### src/rtl/io_bus_arbiter_pkg.sv
// Shared types and sizing helpers for the IO bus arbiter.
// Holds the access-sequencing states and counter/index width functions.
package io_bus_pkg;

  typedef enum logic [2:0] {
    IDLE   = 3'd0,
    SETUP  = 3'd1,
    STROBE = 3'd2,
    HOLD   = 3'd3,
    ACK    = 3'd4
  } io_bus_state_e;

  localparam int DEFAULT_STROBE_CYCLES = 1;

  function automatic int strobe_cnt_w(input int strobe_cycles);
    return $clog2(strobe_cycles + 1);
  endfunction

  function automatic int idx_w(input int n);
    return (n > 1) ? $clog2(n) : 1;
  endfunction

  localparam int STROBE_CNT_W = strobe_cnt_w(DEFAULT_STROBE_CYCLES);

endpackage

### src/rtl/io_bus_arbiter_if.sv
// Bus bundle between the requesting masters, the arbiter and the IO block.
// Handshake: a master raises m_req (with m_we/m_addr/m_wdata stable) and holds it until a
// one-cycle m_ack; m_rdata is valid in the m_ack cycle. The IO block read is combinational.
interface io_bus_arbiter_if
  import io_bus_pkg::*;
#(
  parameter int ADDR_WIDTH  = 8,
  parameter int NUM_MASTERS = 2
);

  logic [NUM_MASTERS-1:0]            m_req;
  logic [NUM_MASTERS-1:0]            m_we;
  logic [NUM_MASTERS*ADDR_WIDTH-1:0] m_addr;
  logic [NUM_MASTERS-1:0]            m_wdata;
  logic [NUM_MASTERS-1:0]            m_ack;
  logic                              m_rdata;
  logic [NUM_MASTERS-1:0]            m_grant;
  logic [ADDR_WIDTH-1:0]             io_address;
  logic                              io_write;
  logic                              io_data_in;
  logic                              io_data_out;

  modport slave (
    input  m_req, m_we, m_addr, m_wdata, io_data_out,
    output m_ack, m_rdata, m_grant, io_address, io_write, io_data_in
  );

  modport master (
    output m_req, m_we, m_addr, m_wdata, io_data_out,
    input  m_ack, m_rdata, m_grant, io_address, io_write, io_data_in
  );

endinterface

### src/rtl/io_bus_arbiter_rr_arbiter.sv
// Combinational round-robin pick: first requester at or after the pointer, wrapping.
// Produces a one-hot grant, its index, and a valid flag when any request is present.
module rr_arbiter
  import io_bus_pkg::*;
#(
  parameter int N     = 2,
  parameter int IDX_W = 1
) (
  input  logic [N-1:0]     req_i,
  input  logic [IDX_W-1:0] ptr_i,
  output logic [N-1:0]     grant_o,
  output logic [IDX_W-1:0] idx_o,
  output logic             valid_o
);

  always_comb begin
    grant_o = '0;
    idx_o   = '0;
    valid_o = 1'b0;
    for (int k = 0; k < N; k++) begin
      if (!valid_o && req_i[(int'(ptr_i) + k) % N]) begin
        valid_o                          = 1'b1;
        grant_o[(int'(ptr_i) + k) % N]   = 1'b1;
        idx_o                            = IDX_W'((int'(ptr_i) + k) % N);
      end
    end
  end

endmodule

### src/rtl/io_bus_arbiter.sv
// Arbitrates NUM_MASTERS requesters onto the single-ported IO block, sequencing one
// 1-bit access per grant with a registered, glitch-free write strobe.
module io_bus_arbiter
  import io_bus_pkg::*;
#(
  parameter int ADDR_WIDTH    = 8,
  parameter int NUM_MASTERS   = 2,
  parameter int STROBE_CYCLES = DEFAULT_STROBE_CYCLES
) (
  input  logic           clk,
  input  logic           reset,
  io_bus_arbiter_if.slave bus,
  output io_bus_state_e  state_o
);

  localparam int IDX_W = idx_w(NUM_MASTERS);
  localparam int CNT_W = strobe_cnt_w(STROBE_CYCLES);
  localparam logic [CNT_W-1:0] CNT_LAST  = CNT_W'(STROBE_CYCLES - 1);
  localparam logic [IDX_W-1:0] IDX_LAST  = IDX_W'(NUM_MASTERS - 1);

  io_bus_state_e          state_q, state_d;
  logic [NUM_MASTERS-1:0] grant_q, grant_d;
  logic [IDX_W-1:0]       gidx_q, gidx_d;
  logic [IDX_W-1:0]       rr_q, rr_d;
  logic [ADDR_WIDTH-1:0]  addr_q, addr_d;
  logic                   we_q, we_d;
  logic                   wdata_q, wdata_d;
  logic [CNT_W-1:0]       cnt_q, cnt_d;
  logic                   rdata_q, rdata_d;
  logic                   io_write_q, io_write_d;

  logic [NUM_MASTERS-1:0] arb_grant;
  logic [IDX_W-1:0]       arb_idx;
  logic                   arb_valid;

  rr_arbiter #(
    .N     (NUM_MASTERS),
    .IDX_W (IDX_W)
  ) u_rr_arbiter (
    .req_i   (bus.m_req),
    .ptr_i   (rr_q),
    .grant_o (arb_grant),
    .idx_o   (arb_idx),
    .valid_o (arb_valid)
  );

  // io_write_d is the strobe value for the *next* state, so io_write is a flop output.
  always_comb begin
    state_d    = state_q;
    grant_d    = grant_q;
    gidx_d     = gidx_q;
    rr_d       = rr_q;
    addr_d     = addr_q;
    we_d       = we_q;
    wdata_d    = wdata_q;
    cnt_d      = cnt_q;
    rdata_d    = rdata_q;
    io_write_d = 1'b0;
    unique case (state_q)
      IDLE: begin
        if (arb_valid) begin
          grant_d = arb_grant;
          gidx_d  = arb_idx;
          addr_d  = bus.m_addr[int'(arb_idx)*ADDR_WIDTH +: ADDR_WIDTH];
          we_d    = bus.m_we[arb_idx];
          wdata_d = bus.m_wdata[arb_idx];
          state_d = SETUP;
        end
      end
      SETUP: begin
        cnt_d      = '0;
        io_write_d = we_q;
        state_d    = STROBE;
      end
      STROBE: begin
        if (cnt_q == CNT_LAST) begin
          if (!we_q) begin
            rdata_d = bus.io_data_out;
          end
          state_d = HOLD;
        end else begin
          cnt_d      = cnt_q + CNT_W'(1);
          io_write_d = we_q;
        end
      end
      HOLD: begin
        state_d = ACK;
      end
      ACK: begin
        rr_d    = (gidx_q == IDX_LAST) ? '0 : gidx_q + IDX_W'(1);
        grant_d = '0;
        state_d = IDLE;
      end
      default: begin
        state_d = IDLE;
      end
    endcase
  end

  always_ff @(posedge clk) begin
    if (reset) begin
      state_q    <= IDLE;
      grant_q    <= '0;
      gidx_q     <= '0;
      rr_q       <= '0;
      addr_q     <= '0;
      we_q       <= 1'b0;
      wdata_q    <= 1'b0;
      cnt_q      <= '0;
      rdata_q    <= 1'b0;
      io_write_q <= 1'b0;
    end else begin
      state_q    <= state_d;
      grant_q    <= grant_d;
      gidx_q     <= gidx_d;
      rr_q       <= rr_d;
      addr_q     <= addr_d;
      we_q       <= we_d;
      wdata_q    <= wdata_d;
      cnt_q      <= cnt_d;
      rdata_q    <= rdata_d;
      io_write_q <= io_write_d;
    end
  end

  assign bus.m_ack      = (state_q == ACK) ? grant_q : '0;
  assign bus.m_rdata    = rdata_q;
  assign bus.m_grant    = grant_q;
  assign bus.io_address = addr_q;
  assign bus.io_write   = io_write_q;
  assign bus.io_data_in = wdata_q;
  assign state_o        = state_q;

endmodule

### src/flat_wrapper.sv
// flat-port wrapper written by rule: the top's interface ports become plain ports
module io_bus_arbiter_flat import io_bus_pkg::*;
#(
  parameter int ADDR_WIDTH    = 8,
  parameter int NUM_MASTERS   = 2,
  parameter int STROBE_CYCLES = DEFAULT_STROBE_CYCLES
)
  (clk, reset, state_o, bus_m_req, bus_m_we, bus_m_addr, bus_m_wdata, bus_io_data_out, bus_m_ack, bus_m_rdata, bus_m_grant, bus_io_address, bus_io_write, bus_io_data_in);
  io_bus_arbiter_if #(.ADDR_WIDTH(ADDR_WIDTH), .NUM_MASTERS(NUM_MASTERS)) bus_i ();
  input  logic clk;
  input  logic reset;
  output io_bus_state_e state_o;
  input wire logic [$bits(bus_i.m_req)-1:0] bus_m_req;
  input wire logic [$bits(bus_i.m_we)-1:0] bus_m_we;
  input wire logic [$bits(bus_i.m_addr)-1:0] bus_m_addr;
  input wire logic [$bits(bus_i.m_wdata)-1:0] bus_m_wdata;
  input wire logic [$bits(bus_i.io_data_out)-1:0] bus_io_data_out;
  output wire logic [$bits(bus_i.m_ack)-1:0] bus_m_ack;
  output wire logic [$bits(bus_i.m_rdata)-1:0] bus_m_rdata;
  output wire logic [$bits(bus_i.m_grant)-1:0] bus_m_grant;
  output wire logic [$bits(bus_i.io_address)-1:0] bus_io_address;
  output wire logic [$bits(bus_i.io_write)-1:0] bus_io_write;
  output wire logic [$bits(bus_i.io_data_in)-1:0] bus_io_data_in;
  assign bus_i.m_req = bus_m_req;
  assign bus_i.m_we = bus_m_we;
  assign bus_i.m_addr = bus_m_addr;
  assign bus_i.m_wdata = bus_m_wdata;
  assign bus_i.io_data_out = bus_io_data_out;
  assign bus_m_ack = bus_i.m_ack;
  assign bus_m_rdata = bus_i.m_rdata;
  assign bus_m_grant = bus_i.m_grant;
  assign bus_io_address = bus_i.io_address;
  assign bus_io_write = bus_i.io_write;
  assign bus_io_data_in = bus_i.io_data_in;
  io_bus_arbiter #(.ADDR_WIDTH(ADDR_WIDTH), .NUM_MASTERS(NUM_MASTERS), .STROBE_CYCLES(STROBE_CYCLES)) u_core (.clk(clk), .reset(reset), .bus(bus_i), .state_o(state_o));
endmodule
### config.mk
export PLATFORM = sky130hd
export DESIGN_NAME = io_bus_arbiter_flat
export DESIGN_NICKNAME = d
export VERILOG_FILES = /design/src/rtl/io_bus_arbiter_pkg.sv /design/src/rtl/io_bus_arbiter_if.sv /design/src/rtl/io_bus_arbiter_rr_arbiter.sv /design/src/rtl/io_bus_arbiter.sv /design/src/flat_wrapper.sv
export SDC_FILE = /design/constraint.sdc
export NUM_CORES = 1
export LEC_CHECK = 0
export ABC_AREA = 1
export CORE_AREA = 2 2 52 54
export CTS_CLUSTER_DIAMETER = 80
export DETAILED_ROUTE_END_ITERATION = 7
export DIE_AREA = 0 0 54 56
export GPL_ROUTABILITY_DRIVEN = 0
export PLACE_DENSITY = 0.86
export SETUP_SLACK_MARGIN = 0.3
export SYNTH_ARGS = -nofsm -noshare
export SYNTH_HDL_FRONTEND = slang
export SYNTH_SLANG_ARGS = --single-unit
### constraint.sdc
create_clock -name clk -period 1.5 [get_ports clk]
set_clock_uncertainty 0.1 [all_clocks]
set_input_delay 0.15 -clock clk [delete_from_list [all_inputs] [get_ports clk]]
set_output_delay 0.15 -clock clk [all_outputs]
set_load 0.05 [all_outputs]
==> flow_metrics.py <==
metrics = {
    "outcome": {
        "status": "completed",
    },
    "yosys": {
        "syn_area_per_cell_sq_um": 6.32,
        "yosysSeqAreaShare_pct": 40.7,
        "synth_nets": 173,
        "syn-instance-count": 148,
        "synth_ff_type": "dfxtp_1",
        "syn_area_sq_um": 935,
        "async_reset_ff_share_pct": 0,
        "yosys.area.top_type": "dfxtp_1",
        "yosysMostFrequentCell": "nand2_1",
        "yosys_warnings": 0,
        "yosysTopAreaCellShare_pct": 40.7,
        "synth_common_cells": "51 x nand2_1, 25 x nor2_1, 20 x inv_1",
        "yosys-top-cells-area": "dfxtp_1 41%, nand2_1 20%, nor2_1 10%",
        "synth.distinct_cells": 16,
        "ys_ff_latch": 19,
        "synth_edf_count": 0,
    },
    "floorplanning": {
        "die-area_sq_mm": 0.00302,
        "chipWidth_um": 54,
        "core_sq_mm": 0.00243,
        "start_util_pct": 38.4,
        "ios": 43,
        "rows": 18,
        "dieHeight_um": 56,
    },
    "grt": {
        "grt_max_degree": 14,
        "grtUsageTotal_pct": 18.5,
        "grt_pass1_wl_um": 4150,
        "first_global_vias": 963,
        "gr-total-overflow": 0,
        "antenna_found_initial": 0,
    },
    "drt": {
        "wl_met1_um": 1050,
        "highest_layer": "met4",
        "dr_wl_met3_um": 168,
        "drc": 0,
        "drt_iter0_drc": 6,
        "wl_per_cell_um": 10.9,
        "vias": 1060,
        "drt-pass1-iter-count": 4,
        "totalWireLength_um": 2590,
        "vias_per_cell": 4.47,
        "drtAntennaViolNets": 0,
        "dr_wl_met2_um": 1340,
    },
    "worst_hold_path": {
        "worstHoldEndpoint": "u_core.bus.m_rdata$_SDFFE_PP0P_",
        "min_path_type": "primary input to flip-flop",
        "holdPathStages": 3,
        "hp-start": "bus_io_data_out",
    },
    "cts": {
        "clock_path_buffers": 2,
        "cts_root_buf": "clkbuf_4",
        "htreeDepth": 1,
        "cts_buffers": 3,
        "worstSkewPairLatency_ns": 0.31,
        "cts_tree": "built",
        "ctsHoldBuffers": 0,
        "clk_pin_slew_worst_paths_ns": 0.11,
        "clock-sinks": 19,
    },
    "critical_path": {
        "crit_buf_inv": 2,
        "r2r_cells": 7,
        "crit_family": "flip-flops",
        "required_ns": 1.25,
        "crit_arrival_ns": 1.09,
        "r2r_slack_ns": 0.21,
        "critPathKind": "flip-flop to output port",
        "max_stage_delay_ns": 0.38,
        "worstPathCellList": "inv_4 -> nand3_4 -> nor2_4 -> buf_12",
        "cp_num_cells": 4,
        "cpMaxStageDelayCell": "dfxtp_4",
        "r2r_end": "u_core.bus.io_address[3]$_SDFFE_PP0P_",
        "critPathLaunchType": "flip-flop",
        "r2r_start": "u_core.state_o[0]$_SDFFE_PP0P_",
        "crit_fanout": 3,
        "critPathCaptureType": "output port",
    },
    "placement": {
        "hpwl_um": 1570,
        "dp_slack_ns": -0.0332,
        "io_buffers": 42,
    },
    "timing": {
        "whs_ns": 0.317,
        "worstMarginPinSlew_ns": 0.394,
        "setup_slack_ns": 0.156,
        "relSlewSlack_pct": 73.7,
        "timing.final.crit_share_pct": 89.6,
        "drv_slew": 0,
        "finalSetupViolations": 0,
        "fin_crit_ns": 1.34,
        "hold_viol": 0,
        "rsz0062_at_grt": "true",
        "max_freq_ghz": 0.744,
    },
    "finish": {
        "fin_nets": 233,
        "n_antenna_cell": 0,
        "drive_gt1_share_pct": 29.0,
        "area.growth.synth_to_final_pct": 79.4,
    },
    "power_and_ir_drop": {
        "p_leak_uw": 0.000802,
        "max-vdd-ir-drop_uv": 573,
        "p_per_area_mw_per_mm2": 895,
    },
    "run": {
        "cap_violations": 0,
    },
}
[cell type report]
type,instances,area [sq um]
fillers,205,756
repair buffers,57,591
multi-input cells,106,541
flip-flops and latches,19,394
inverters,21,86.3
well taps,30,37.5
clock buffers,3,22.5
clock inverters,1,5.00
[kinds of logic (layout without fill, tap and decap cells)]
kind of cell           count (synthesis)  count (layout)  share of synthesized area (%)
and+or+nand+nor                       95              98                           43.0
DFF                                   19              19                           40.7
buffers and inverters                 26              82                           12.0
AOI/OAI and AO/OA                      8               8                           4.28
[metal layers]
metal | vias up | GRT usage, %
met5 | - | 0
met3 | 5 | 6.18
met4 | 0 | 6.43
li1 | 575 | -
met2 | 33 | 31.5
met1 | 447 | 20.9
[worst reg2reg max path: stages (launching register included)]
cell and delay, ns:
dfxtp_4 0.38, buf_6 0.13, nor2_4 0.12, buf_12 0.14, nand3_4 0.13, nand2_1 0.11
nand2_1 0.05, nor2_1 0.09
[flip-flops by register name, indices dropped and copies added (netlist names)]
register and cells:
u_core.bus.io_data_in 1, u_core.gidx_q 1, u_core.bus.io_write 1, u_core.bus.io_address 8, u_core.rr_q 1, u_core.bus.m_rdata 1, u_core.state_o 3, u_core.bus.m_grant 2
u_core.we_q 1
[what timing repair did]
action | 4_1_cts | 5_1_grt
endpoints found under the setup margin | 15 | 20
gates resized for setup | 6 | 11
pin swaps | 17 | 9
setup buffers | 6 | 6
cloned | 3 | 0
[power by group]
part	switching [uW]	internal (uW)	total (uW)
registers	29.8	556	586
clock network	171	99.8	271
logic	379	264	643
[layout by cell type, fill, tap and decap left out]
cell,synthesis,layout
nand3_4,1,5
clkinv_2,0,1
clkdlybuf4s50_1,0,24
inv_2,1,1
dfxtp_1,19,14
nand2_1,51,45
nand4_1,1,1
clkbuf_4,0,3
inv_4,0,1
nor3_1,1,1
nor2_4,1,3
buf_6,1,4
nand2_2,0,6
o21ai_0,2,2
dfxtp_4,0,3
nor2_1,25,23
dfxtp_2,0,2
a21oi_1,6,5
nor4_1,1,1
a21oi_2,0,1
clkinv_4,0,1
buf_4,1,22
buf_12,0,7
inv_1,20,18
nand3_1,14,13
[metrics by stage]
stage	power, uW	utilization [%]	instance area [sq um]	setup TNS [ns]	cells
floorplan	954	-	978	0	148
global placement	1130	59.3	1440	0	218
detailed placement	1130	59.3	1440	-0.243	218
CTS	1470	65.3	1590	0	231
global route	1590	68.9	1680	0	237
finish	1500	68.9	1680	0	237
[worst max path at each step]
stage                                    from                                     to  slack (ns)
2_1_floorplan  u_core.state_o[2]$_SDFFE_PP0P_  u_core.bus.io_address[0]$_SDFFE_PP0P_        0.32
3_5_place_dp                     bus_m_req[1]  u_core.bus.io_address[0]$_SDFFE_PP0P_       -0.03
5_1_grt        u_core.state_o[0]$_SDFFE_PP0P_                           bus_m_ack[0]        0.09
4_1_cts        u_core.state_o[1]$_SDFFE_PP0P_                           bus_m_ack[0]        0.15
6_report       u_core.state_o[0]$_SDFFE_PP0P_                           bus_m_ack[0]        0.16
3_3_place_gp                     bus_m_req[1]  u_core.bus.io_address[5]$_SDFFE_PP0P_       0.006
No activity file was read; power rests on OpenSTA's default activity.
